### src/rtl/reset_route_pkg.sv
// rtl/reset_route_pkg.sv - shared types and constants for the reset-route enable sequencer
//
// Contents:
//   route_seq_state_t    sequencer FSM states
//   DEFAULT_*            default parameter values of reset_route_sequencer
//   RESET_*_CYCLES       default timing of the reset_route_reset endpoints
//   MIN_TIMEOUT_CYCLES   smallest handshake deadline a default endpoint can meet
//   idx_width()          route index width, never below 1
//   count_width()        width of a counter that must hold 0..limit

package reset_route_pkg;

    typedef enum logic [2:0] {
        ST_IDLE    = 3'd0,
        ST_UP_WAIT = 3'd1,
        ST_UP_GAP  = 3'd2,
        ST_ON      = 3'd3,
        ST_DN_WAIT = 3'd4,
        ST_DN_GAP  = 3'd5,
        ST_FAULT   = 3'd6
    } route_seq_state_t;

    localparam int DEFAULT_NUM_ROUTES     = 4;
    localparam int DEFAULT_TIMEOUT_CYCLES = 64;
    localparam int DEFAULT_GAP_CYCLES     = 2;

    // Endpoint side: synchronizer depth plus its internal release gap.
    localparam int RESET_SYNC_CYCLES  = 2;
    localparam int RESET_GAP_CYCLES   = 4;
    // Endpoint latency plus input/output register stages on both sides.
    localparam int MIN_TIMEOUT_CYCLES = RESET_SYNC_CYCLES + RESET_GAP_CYCLES + 4;

    function automatic int idx_width(input int n);
        return (n > 1) ? $clog2(n) : 1;
    endfunction

    function automatic int count_width(input int limit);
        return (limit > 0) ? $clog2(limit + 1) : 1;
    endfunction

endpackage

### src/rtl/reset_route_sequencer_if.sv
// rtl/reset_route_sequencer_if.sv - sequencer handshake bundle toward controller and routes
//
// Signals:
//   start_req         controller level request (1 = all routes enabled)
//   start_ack         all routes enabled and sequencer in ON
//   route_enable_req  per-route enable request
//   route_enable_ack  per-route 4-phase acknowledge
//   busy              sequencing in progress
//   error             sticky fault flag
//   error_route       index of the faulting route
// Modports:
//   master  sequencer side
//   slave   controller/endpoint side

interface reset_route_sequencer_if
    import reset_route_pkg::*;
#(
    parameter int NUM_ROUTES = DEFAULT_NUM_ROUTES
) ();

    localparam int IDX_W = idx_width(NUM_ROUTES);

    logic                  start_req;
    logic                  start_ack;
    logic [NUM_ROUTES-1:0] route_enable_req;
    logic [NUM_ROUTES-1:0] route_enable_ack;
    logic                  busy;
    logic                  error;
    logic [IDX_W-1:0]      error_route;

    modport master (
        input  start_req,
        input  route_enable_ack,
        output start_ack,
        output route_enable_req,
        output busy,
        output error,
        output error_route
    );

    modport slave (
        output start_req,
        output route_enable_ack,
        input  start_ack,
        input  route_enable_req,
        input  busy,
        input  error,
        input  error_route
    );

endinterface

### src/rtl/reset_route_seq_timer.sv
// rtl/reset_route_seq_timer.sv - loadable saturating up-counter with a fixed compare point
//
// Ports:
//   clock, async_reset  clock and asynchronous active-high reset
//   clear               zero the count (highest priority)
//   enable              count this cycle
//   load, load_value    preload the count
//   hit                 high during the enabled cycle that is the LIMIT-th since clear,
//                       so the consumer acts on the edge where the count reaches LIMIT

module reset_route_seq_timer
    import reset_route_pkg::*;
#(
    parameter int LIMIT = 4,
    parameter int WIDTH = count_width(LIMIT)
) (
    input  logic             clock,
    input  logic             async_reset,
    input  logic             clear,
    input  logic             enable,
    input  logic             load,
    input  logic [WIDTH-1:0] load_value,
    output logic             hit
);

    localparam logic [WIDTH-1:0] SAT    = WIDTH'(LIMIT);
    localparam logic [WIDTH-1:0] HIT_AT = (LIMIT > 0) ? WIDTH'(LIMIT - 1) : '0;

    logic [WIDTH-1:0] count;

    always_ff @(posedge clock or posedge async_reset) begin
        if (async_reset) begin
            count <= '0;
        end else if (clear) begin
            count <= '0;
        end else if (load) begin
            count <= load_value;
        end else if (enable && (count != SAT)) begin
            count <= count + WIDTH'(1);
        end
    end

    // A zero limit means "expire on the first enabled cycle".
    assign hit = enable && ((LIMIT == 0) || (count == HIT_AT));

endmodule

### src/rtl/reset_route_sequencer.sv
// rtl/reset_route_sequencer.sv - ordered enable/disable sequencer for reset routes
//
// Ports:
//   clock        single clock
//   async_reset  asynchronous active-high reset; drops every request at once
//   bus          reset_route_sequencer_if.master (start_req/start_ack, per-route
//                req/ack, busy, error, error_route)
// Routes come up in ascending order and go down in descending order, one 4-phase
// handshake at a time, with GAP_CYCLES idle between routes and a TIMEOUT_CYCLES
// deadline on every handshake.

module reset_route_sequencer
    import reset_route_pkg::*;
#(
    parameter int NUM_ROUTES     = DEFAULT_NUM_ROUTES,
    parameter int TIMEOUT_CYCLES = DEFAULT_TIMEOUT_CYCLES,
    parameter int GAP_CYCLES     = DEFAULT_GAP_CYCLES
) (
    input  logic                       clock,
    input  logic                       async_reset,
    reset_route_sequencer_if.master    bus
);

    localparam int                    IDX_W    = idx_width(NUM_ROUTES);
    localparam logic [IDX_W-1:0]      LAST_IDX = IDX_W'(NUM_ROUTES - 1);
    localparam logic [NUM_ROUTES-1:0] ALL_ON   = '1;

    route_seq_state_t      state_q, state_d;
    logic [IDX_W-1:0]      idx_q, idx_d;
    logic [NUM_ROUTES-1:0] req_q, req_d;
    logic                  error_q, error_d;
    logic [IDX_W-1:0]      error_route_q, error_route_d;
    logic                  start_ack_q;
    logic                  busy_q;

    // Inputs are registered once so that no output depends combinationally
    // on a pin; this is the "sampled at edge k" point of the handshake.
    logic                  start_q;
    logic [NUM_ROUTES-1:0] ack_q;

    logic                  tmo_clear, tmo_enable, tmo_hit;
    logic                  gap_clear, gap_enable, gap_hit;
    logic                  fault_go;
    logic [IDX_W-1:0]      fault_route;
    logic [IDX_W-1:0]      low_idx;
    logic [IDX_W-1:0]      idx_up, idx_dn;

    assign idx_up = idx_q + IDX_W'(1);
    assign idx_dn = idx_q - IDX_W'(1);

    always_ff @(posedge clock or posedge async_reset) begin
        if (async_reset) begin
            start_q <= 1'b0;
            ack_q   <= '0;
        end else begin
            start_q <= bus.start_req;
            ack_q   <= bus.route_enable_ack;
        end
    end

    // Lowest route whose ack has dropped while everything should be on.
    always_comb begin
        low_idx = '0;
        for (int i = NUM_ROUTES - 1; i >= 0; i--) begin
            if (!ack_q[i]) begin
                low_idx = IDX_W'(i);
            end
        end
    end

    assign tmo_enable = (state_q == ST_UP_WAIT) || (state_q == ST_DN_WAIT);
    assign gap_enable = (state_q == ST_UP_GAP) || (state_q == ST_DN_GAP);

    reset_route_seq_timer #(.LIMIT(TIMEOUT_CYCLES)) u_timeout (
        .clock       (clock),
        .async_reset (async_reset),
        .clear       (tmo_clear),
        .enable      (tmo_enable),
        .load        (1'b0),
        .load_value  ('0),
        .hit         (tmo_hit)
    );

    reset_route_seq_timer #(.LIMIT(GAP_CYCLES)) u_gap (
        .clock       (clock),
        .async_reset (async_reset),
        .clear       (gap_clear),
        .enable      (gap_enable),
        .load        (1'b0),
        .load_value  ('0),
        .hit         (gap_hit)
    );

    always_ff @(posedge clock or posedge async_reset) begin
        if (async_reset) begin
            state_q <= ST_IDLE;
        end else begin
            state_q <= state_d;
        end
    end

    // tmo_clear accompanies every req edge; gap_clear accompanies gap entry.
    always_comb begin
        state_d       = state_q;
        idx_d         = idx_q;
        req_d         = req_q;
        error_d       = error_q;
        error_route_d = error_route_q;
        tmo_clear     = 1'b0;
        gap_clear     = 1'b0;
        fault_go      = 1'b0;
        fault_route   = idx_q;

        case (state_q)
            ST_IDLE: begin
                if (start_q) begin
                    idx_d     = '0;
                    req_d[0]  = 1'b1;
                    tmo_clear = 1'b1;
                    state_d   = ST_UP_WAIT;
                end
            end

            ST_UP_WAIT: begin
                // Abort beats a simultaneous ack, so a drop on the last ack
                // never passes through ON with start_ack set.
                if (!start_q) begin
                    req_d[idx_q] = 1'b0;
                    tmo_clear    = 1'b1;
                    state_d      = ST_DN_WAIT;
                end else if (ack_q[idx_q]) begin
                    if (idx_q == LAST_IDX) begin
                        state_d = ST_ON;
                    end else if (GAP_CYCLES == 0) begin
                        idx_d         = idx_up;
                        req_d[idx_up] = 1'b1;
                        tmo_clear     = 1'b1;
                    end else begin
                        gap_clear = 1'b1;
                        state_d   = ST_UP_GAP;
                    end
                end else if (tmo_hit) begin
                    fault_go = 1'b1;
                end
            end

            ST_UP_GAP: begin
                if (!start_q) begin
                    req_d[idx_q] = 1'b0;
                    tmo_clear    = 1'b1;
                    state_d      = ST_DN_WAIT;
                end else if (gap_hit) begin
                    idx_d         = idx_up;
                    req_d[idx_up] = 1'b1;
                    tmo_clear     = 1'b1;
                    state_d       = ST_UP_WAIT;
                end
            end

            ST_ON: begin
                if (!start_q) begin
                    idx_d           = LAST_IDX;
                    req_d[LAST_IDX] = 1'b0;
                    tmo_clear       = 1'b1;
                    state_d         = ST_DN_WAIT;
                end else if (ack_q != ALL_ON) begin
                    fault_go    = 1'b1;
                    fault_route = low_idx;
                end
            end

            ST_DN_WAIT: begin
                if (!ack_q[idx_q]) begin
                    if (idx_q == '0) begin
                        state_d = ST_IDLE;
                    end else if (GAP_CYCLES == 0) begin
                        idx_d         = idx_dn;
                        req_d[idx_dn] = 1'b0;
                        tmo_clear     = 1'b1;
                    end else begin
                        gap_clear = 1'b1;
                        state_d   = ST_DN_GAP;
                    end
                end else if (tmo_hit) begin
                    fault_go = 1'b1;
                end
            end

            ST_DN_GAP: begin
                if (gap_hit) begin
                    idx_d         = idx_dn;
                    req_d[idx_dn] = 1'b0;
                    tmo_clear     = 1'b1;
                    state_d       = ST_DN_WAIT;
                end
            end

            ST_FAULT: begin
                if (!start_q && (ack_q == '0)) begin
                    error_d       = 1'b0;
                    error_route_d = '0;
                    state_d       = ST_IDLE;
                end
            end

            default: begin
                req_d   = '0;
                state_d = ST_IDLE;
            end
        endcase

        if (fault_go) begin
            req_d         = '0;
            error_d       = 1'b1;
            error_route_d = fault_route;
            state_d       = ST_FAULT;
        end
    end

    // Status outputs are decoded from the next state so they change on the
    // same edge as the state itself.
    always_ff @(posedge clock or posedge async_reset) begin
        if (async_reset) begin
            idx_q         <= '0;
            req_q         <= '0;
            error_q       <= 1'b0;
            error_route_q <= '0;
            start_ack_q   <= 1'b0;
            busy_q        <= 1'b0;
        end else begin
            idx_q         <= idx_d;
            req_q         <= req_d;
            error_q       <= error_d;
            error_route_q <= error_route_d;
            start_ack_q   <= (state_d == ST_ON);
            busy_q        <= !((state_d == ST_IDLE) || (state_d == ST_ON) ||
                               (state_d == ST_FAULT));
        end
    end

    assign bus.route_enable_req = req_q;
    assign bus.start_ack        = start_ack_q;
    assign bus.busy             = busy_q;
    assign bus.error            = error_q;
    assign bus.error_route      = error_route_q;

endmodule

### src/flat_wrapper.sv
// flat-port wrapper written by rule: the top's interface ports become plain ports
module reset_route_sequencer_flat import reset_route_pkg::*;
#(
    parameter int NUM_ROUTES     = DEFAULT_NUM_ROUTES,
    parameter int TIMEOUT_CYCLES = DEFAULT_TIMEOUT_CYCLES,
    parameter int GAP_CYCLES     = DEFAULT_GAP_CYCLES
)
  (clock, async_reset, bus_start_req, bus_route_enable_ack, bus_start_ack, bus_route_enable_req, bus_busy, bus_error, bus_error_route);
  reset_route_sequencer_if #(.NUM_ROUTES(NUM_ROUTES)) bus_i ();
  input  logic clock;
  input  logic async_reset;
  input wire logic [$bits(bus_i.start_req)-1:0] bus_start_req;
  input wire logic [$bits(bus_i.route_enable_ack)-1:0] bus_route_enable_ack;
  output wire logic [$bits(bus_i.start_ack)-1:0] bus_start_ack;
  output wire logic [$bits(bus_i.route_enable_req)-1:0] bus_route_enable_req;
  output wire logic [$bits(bus_i.busy)-1:0] bus_busy;
  output wire logic [$bits(bus_i.error)-1:0] bus_error;
  output wire logic [$bits(bus_i.error_route)-1:0] bus_error_route;
  assign bus_i.start_req = bus_start_req;
  assign bus_i.route_enable_ack = bus_route_enable_ack;
  assign bus_start_ack = bus_i.start_ack;
  assign bus_route_enable_req = bus_i.route_enable_req;
  assign bus_busy = bus_i.busy;
  assign bus_error = bus_i.error;
  assign bus_error_route = bus_i.error_route;
  reset_route_sequencer #(.NUM_ROUTES(NUM_ROUTES), .TIMEOUT_CYCLES(TIMEOUT_CYCLES), .GAP_CYCLES(GAP_CYCLES)) u_core (.clock(clock), .async_reset(async_reset), .bus(bus_i));
endmodule
### config.mk
export PLATFORM = sky130hd
export DESIGN_NAME = reset_route_sequencer_flat
export DESIGN_NICKNAME = d
export VERILOG_FILES = /design/src/rtl/reset_route_pkg.sv /design/src/rtl/reset_route_sequencer_if.sv /design/src/rtl/reset_route_seq_timer.sv /design/src/rtl/reset_route_sequencer.sv /design/src/flat_wrapper.sv
export SDC_FILE = /design/constraint.sdc
export NUM_CORES = 1
export LEC_CHECK = 0
export ABC_AREA = 1
export CORE_MARGIN = 4
export CORE_UTILIZATION = 44
export DETAILED_ROUTE_END_ITERATION = 10
export HOLD_SLACK_MARGIN = 0.05
export PLACE_DENSITY = 0.72
export SLEW_MARGIN = 20
export SYNTH_ARGS = -nofsm -noshare
export SYNTH_HDL_FRONTEND = slang
export SYNTH_SLANG_ARGS = --single-unit
### constraint.sdc
create_clock -name clock -period 2.1 [get_ports clock]
set_clock_uncertainty 0.05 [all_clocks]
set_input_delay 0.42 -clock clock [delete_from_list [all_inputs] [get_ports clock]]
set_output_delay 0.42 -clock clock [all_outputs]
set_load 0.02 [all_outputs]
# After elaboration in Yosys (flattened, before gate mapping)
# Cells that the tools add are included.
dict set report word_totals {
  ff_bits 28
  latch_bits 0
  ramBits 0
  mem_bits_ro 0
  inputBits 7
  output_inout_bits 9
  wordCells 159
  n_memories 0
}
dict set report op_classes {
  n_addsub 4
  n_mul 0
  n_div 0
  n_lt_le_gt_ge 6
  n_eq_ne 27
  n_shift 0
  muxes 72
  bitwise 5
  reduce_logical 32
}
# operator n
set ops {}
lappend ops {{two-way mux 2 bit} 17}
lappend ops {{two-way mux 3 bit} 11}
lappend ops {{two-way mux 1 bit} 25}
lappend ops {{case mux 3 bit (7 select lines)} 1}
lappend ops {{two-way mux 4 bit} 5}
lappend ops {{case mux 2 bit (4 select lines)} 2}
lappend ops {{two-way mux 7 bit} 2}
lappend ops {{!= test 2 x 1 -> 1 bit, second input constant} 7}
lappend ops {{equality test 3 bit, second input constant} 4}
lappend ops {{case mux 1 bit (5 select lines)} 2}
lappend ops {{AND reduction 5 bit} 2}
lappend ops {{equality test 3 x 2 -> 1 bit, second input constant} 3}
lappend ops {{less-than comparator 2 x 3 -> 1 bit, second input constant} 3}
lappend ops {{bitwise AND 4 bit} 2}
lappend ops {{logical AND 1 bit} 8}
lappend ops {{!= test 4 bit, second input constant} 2}
lappend ops {{inverter 4 bit} 2}
lappend ops {{nonzero test 2 bit} 4}
lappend ops {{adder 7 x 1 -> 7 bit, second input constant} 1}
lappend ops {{equality test 7 x 6 -> 1 bit, second input constant} 1}
lappend ops {{!= test 7 bit, second input constant} 1}
lappend ops {{demux 1 bit (select 2 bit)} 3}
lappend ops {{>= comparator 2 x 1 -> 1 bit, second input constant} 3}
lappend ops {{logical NOT 3 bit} 2}
lappend ops {{other kinds (24)} 33}

# Logic depth before layout (Yosys ltp)
dict set report logic_depth {
  word_depth 12
  depth_mapped 12
  ltp_nobuf 12
}

# By module
# A second synthesis with hierarchy kept.
dict set report unflattened {
  cells_unflattened 296
  area_unflattened_um2 2025.7
}
# module n_inst cells_each area_each_um2
set by_module_without_submodules {}
lappend by_module_without_submodules {reset_route_sequencer 1 192 1335.0}
lappend by_module_without_submodules {{reset_route_seq_timer at u_core.u_timeout} 1 79 524.3}
lappend by_module_without_submodules {{reset_route_seq_timer at u_core.u_gap} 1 25 166.4}

# Worst setup path before layout
# No wires, ideal clock.
dict set report synth_timing {
  kind {flip-flop to flip-flop}
  startpoint {register u_core.state_q[1]}
  endpoint {register u_core.busy_q (netlist: u_core.bus.busy)}
  setup_time_ps 120
  arrival_time_ps 1437
  required_time_ps 1930
  slack_ps 493
  path_stages_with_launch 11
  period_less_slack_ps 1607
  path_cell_list {dfrtp_1 inv_4 nand2_2 nor2_2 nand2_2 inv_1 o21ai_0 nand3_1 nand3_1 nor2_1 nor2_1}
}
dict set report synth_via {
  elab_chain_len 12
  elab_cells_between_ends 33
  classes_between {eq/ne: 8; mux: 16; reduce/logical: 9}
}
# element line
set synth_rtl {}
lappend synth_rtl {{start, declared} reset_route_sequencer.sv:28} ;# route_seq_state_t state_q, state_d;
lappend synth_rtl {{start signal, assigned} reset_route_sequencer.sv:98} ;# state_q <= state_d;
lappend synth_rtl {{equality test 3 x 1 -> 1 bit / equality test 3 bit (equally long branches)} {reset_route_sequencer.sv:71, reset_route_sequencer.sv:114}}
lappend synth_rtl {{logical OR 1 bit} reset_route_sequencer.sv:71} ;# assign tmo_enable = (state_q == ST_UP_WAIT) || (state_q == ST_DN_WAIT);
lappend synth_rtl {{logical AND 1 bit} reset_route_seq_timer.sv:44} ;# assign hit = enable && ((LIMIT == 0) || (count == HIT_AT));
lappend synth_rtl {{two-way mux 1 bit} {reset_route_sequencer.sv:142, reset_route_sequencer.sv:184}}
lappend synth_rtl {{two-way mux 1 bit} reset_route_sequencer.sv:131} ;# end else if (ack_q[idx_q]) begin
lappend synth_rtl {{two-way mux 1 bit} reset_route_sequencer.sv:127} ;# if (!start_q) begin
lappend synth_rtl {{case mux 1 bit (3 select lines)} reset_route_sequencer.sv:114} ;# case (state_q)
lappend synth_rtl {{two-way mux 3 bit (*)} reset_route_sequencer.sv:212} ;# if (fault_go) begin
lappend synth_rtl {{equality test 3 x 2 -> 1 bit / logical NOT 3 bit (equally long branches)} reset_route_sequencer.sv:236} ;# busy_q <= !((state_d == ST_IDLE) || (state_d == ST_ON) ||
lappend synth_rtl {{logical OR 1 bit} reset_route_sequencer.sv:236}
lappend synth_rtl {{logical OR 1 bit (*)} reset_route_sequencer.sv:236}
lappend synth_rtl {{logical NOT 1 bit (*)} reset_route_sequencer.sv:236}
lappend synth_rtl {{end signal, assigned} reset_route_sequencer.sv:236}
lappend synth_rtl {{end, declared} reset_route_sequencer.sv:34} ;# logic busy_q;
# Every way passes the cells marked *; elsewhere a longest branch is shown, timed or not.
# A chain may end at the register's enable or synchronous reset.

# Worst setup path after layout
dict set report layout_timing {
  startpoint {register u_core.start_q}
  endpoint {register u_core.busy_q (netlist: u_core.bus.busy)}
}
dict set report layout_via {
  elab_chain_len 9
  elab_cells_between_ends 18
  classes_between {eq/ne: 2; mux: 10; reduce/logical: 6}
}
# element line
set layout_rtl {}
lappend layout_rtl {{start, declared} reset_route_sequencer.sv:38} ;# logic start_q;
lappend layout_rtl {{start signal, assigned} reset_route_sequencer.sv:56} ;# start_q <= bus.start_req;
lappend layout_rtl {{logical NOT 1 bit} -}
lappend layout_rtl {{logical AND 1 bit} reset_route_sequencer.sv:199} ;# if (!start_q && (ack_q == '0)) begin
lappend layout_rtl {{two-way mux 3 bit} reset_route_sequencer.sv:199}
lappend layout_rtl {{case mux 3 bit (7 select lines)} reset_route_sequencer.sv:114}
lappend layout_rtl {{two-way mux 3 bit (*)} reset_route_sequencer.sv:212}
lappend layout_rtl {{equality test 3 x 2 -> 1 bit / logical NOT 3 bit (equally long branches)} reset_route_sequencer.sv:236}
lappend layout_rtl {{logical OR 1 bit} reset_route_sequencer.sv:236}
lappend layout_rtl {{logical OR 1 bit (*)} reset_route_sequencer.sv:236}
lappend layout_rtl {{logical NOT 1 bit (*)} reset_route_sequencer.sv:236}
# Marks and branches as above.

==> out/results.ini <==
[min_path]
hp-class=in -> async

[setup_path]
cp_slowest_cell=dfrtp_1
crit_type=reg -> reg
crit_chain=inv_1, nand3_1, nand2_1, nand2_1, nor2_1, nand4_1, nor2_1, nor2_1
crit_path_end_kind=register
reg2reg_from=u_core.start_q
r2r_slack_ps=220
worstPathBufferInverterCount=1
critPathArrivalTime_ps=2000
worstSetupStartpointType=register
critical-path-max-stage-delay_ps=530
cp_top_family=simple AND/OR/NAND/NOR gates
crit_top_cell=nor2_1
worstPathMaxFanout=8
reg2reg_to=u_core.bus.busy
cp.required_ps=2220
reg2reg_depth=8

[global_route]
grt_pass1_vias=1642
track_usage=0.1731
grt_overflow=0
antenna_found_initial=0
grt_max_degree=29
grt_pass1_wl_um=7245

[route]
vias_per_cell=5.282
postRouteAntennaNets=0
wirelength_um=4084
routed-via-count=1648
drc=0
wl_per_cell_um=13.09
first_iter_violations=185
drt_first_pass_iters=4

[floorplan]
die_area_um2=5253
io-pin-count=16
die_h_um=72.48
coreArea_um2=4000
num_rows=23
start_util=0.4573
die_w_um=72.48

[power]
p_leak_nw=1.035
p_per_area_nw_per_um2=1193
ir_drop_v=0.0004887

[sta]
tightest_slew_ps=462.7
hold_violations=0
fmax_mhz=532.6
slew_headroom=0.6866
final_max_slew_viol_count=0
timing.final.crit_share=0.8940
tns_ps=0
setup_violations=0
fin_crit_ps=1877
grt_setup_unrepaired=false

[cts]
clockRootBuffer=clkbuf_8
clock_latency_ps=280
cts_buffers=3
path_clk_slew_ps=100
htreeDepth=1
cts_sinks=28
tritoncts=yes
clockBufferDepth=2
cts_setup_buffers=0

[synth]
synth_fp_nets=259
synth-main-ff-cell=dfrtp_1
syn_inst=243
ys_seq_area_frac=0.3830
async_reset_ff_frac=1.000
synth_edf_count=0
synth-seq-cells=28
synth.distinct_cells=32
syn_area_um2=1829
syn_avg_cell_area_um2=7.528
yosysWarnings=0

[cells_and_area]
layout_commonest_cell=nand2_1
syn2layout_area_growth_pct=15.05
final_cells=312
layout-drive-gt1-share=0.1069
antenna_cells=0
final_cell_mix=50 x nand2_1, 34 x inv_1, 28 x dfrtp_1
final_cell_area_um2=2105
nNetsFinal=279

[place]
hpwl_um=3100
gp_congestion=0.9108
io_buffers=15
place_area_um2=2044
place_inst=308

[run_status]
status=finished, final reports clean

[run]
maxCapViolCount=0

-- cell usage after synthesis, drive strengths merged (2+ instances only) --
cell / count / area share
dfrtp: 28 / 0.38
nand4: 4 / 0.014
nor2: 32 / 0.083
o211ai: 2 / 0.0082
o221ai: 2 / 0.0096
nor3: 6 / 0.019
nand2: 58 / 0.14
a21oi: 11 / 0.036
ha: 9 / 0.062
o22ai: 4 / 0.021
inv: 38 / 0.079
o21ai: 20 / 0.055
nand3: 21 / 0.060
-- stage by stage --
step                  util  setup slack (ps)  hold WS (ps)  power (mW)
global route        0.5261             27.22         491.3       2.753
CTS                 0.5249             126.2         463.1       2.513
finish              0.5261             222.5         445.9       2.512
floorplan                -             493.5         401.4       1.805
detailed placement  0.5111             171.3         460.6       2.160
global placement    0.5111             164.4         446.9       2.161
-- cell families (layout without fill, tap and decap cells) --
family,after synthesis,in the layout,synth area share
compound gates,45,45,0.1573
fa+ha+maj,9,9,0.06156
flops,28,28,0.3830
simple gates,122,122,0.3160
buf+inv,39,58,0.08208
-- state kept, by name, indices dropped and copies added, names as in the netlist --
name                         count
u_core.u_gap.count               2
u_core.bus.error_route           2
u_core.bus.start_ack             1
u_core.ack_q                     4
u_core.start_q                   1
u_core.bus.busy                  1
u_core.u_timeout.count           7
u_core.bus.route_enable_req      4
u_core.state_q                   3
u_core.idx_q                     2
u_core.bus.error                 1
-- worst min-delay path, stage by stage --
cell and delay [ps]:
clkdlybuf4s50_1 390, inv_1 50, buf_4 320
-- power by group --
part | total (mW) | internal (mW) | switching (mW) | leakage [nW]
clock | 0.337 | 0.168 | 0.169 | 0.0288
combinational | 1.36 | 0.492 | 0.872 | 0.643
sequential | 0.811 | 0.674 | 0.137 | 0.363
total | 2.51 | 1.33 | 1.18 | 1.03
-- worst max path at each step --
stage | from | to | cells past startpoint
after detailed placement | u_core.state_q[1] | u_core.bus.busy | 10
after global routing | u_core.idx_q[0] | u_core.bus.route_enable_req[3] | 11
final | u_core.start_q | u_core.bus.busy | 8
after CTS | u_core.state_q[1] | u_core.bus.busy | 10
after global placement | u_core.state_q[1] | u_core.bus.error | 8
after floorplan | u_core.state_q[1] | u_core.bus.busy | 10
-- routing by layer --
metal  vias to the layer above  track usage  wire (um)
li1                        838            -          -
met1                       755       0.2304       1943
met2                        51       0.2841       1892
met3                         4      0.03047        220
met4                         0      0.05943         28
met5                         -            0          0
-- cell type report --
| class | count | area (um2) |
|---|---|---|
| multi-input combinational | 176 | 983.4 |
| sequential | 28 | 700.7 |
| timing repair buffer | 16 | 157.7 |
| inverter | 38 | 145.1 |
| fill | 389 | 1896 |
| clock buffer | 4 | 55.05 |
| tap | 50 | 62.56 |
-- timing repair --
| action | CTS | global route |
|---|---|---|
| hold buffers | 0 | 0 |
| setup endpoints to repair | 0 | 1 |
| gates resized for setup | 0 | 1 |
Note: power is estimated with default switching activity, not from simulation.
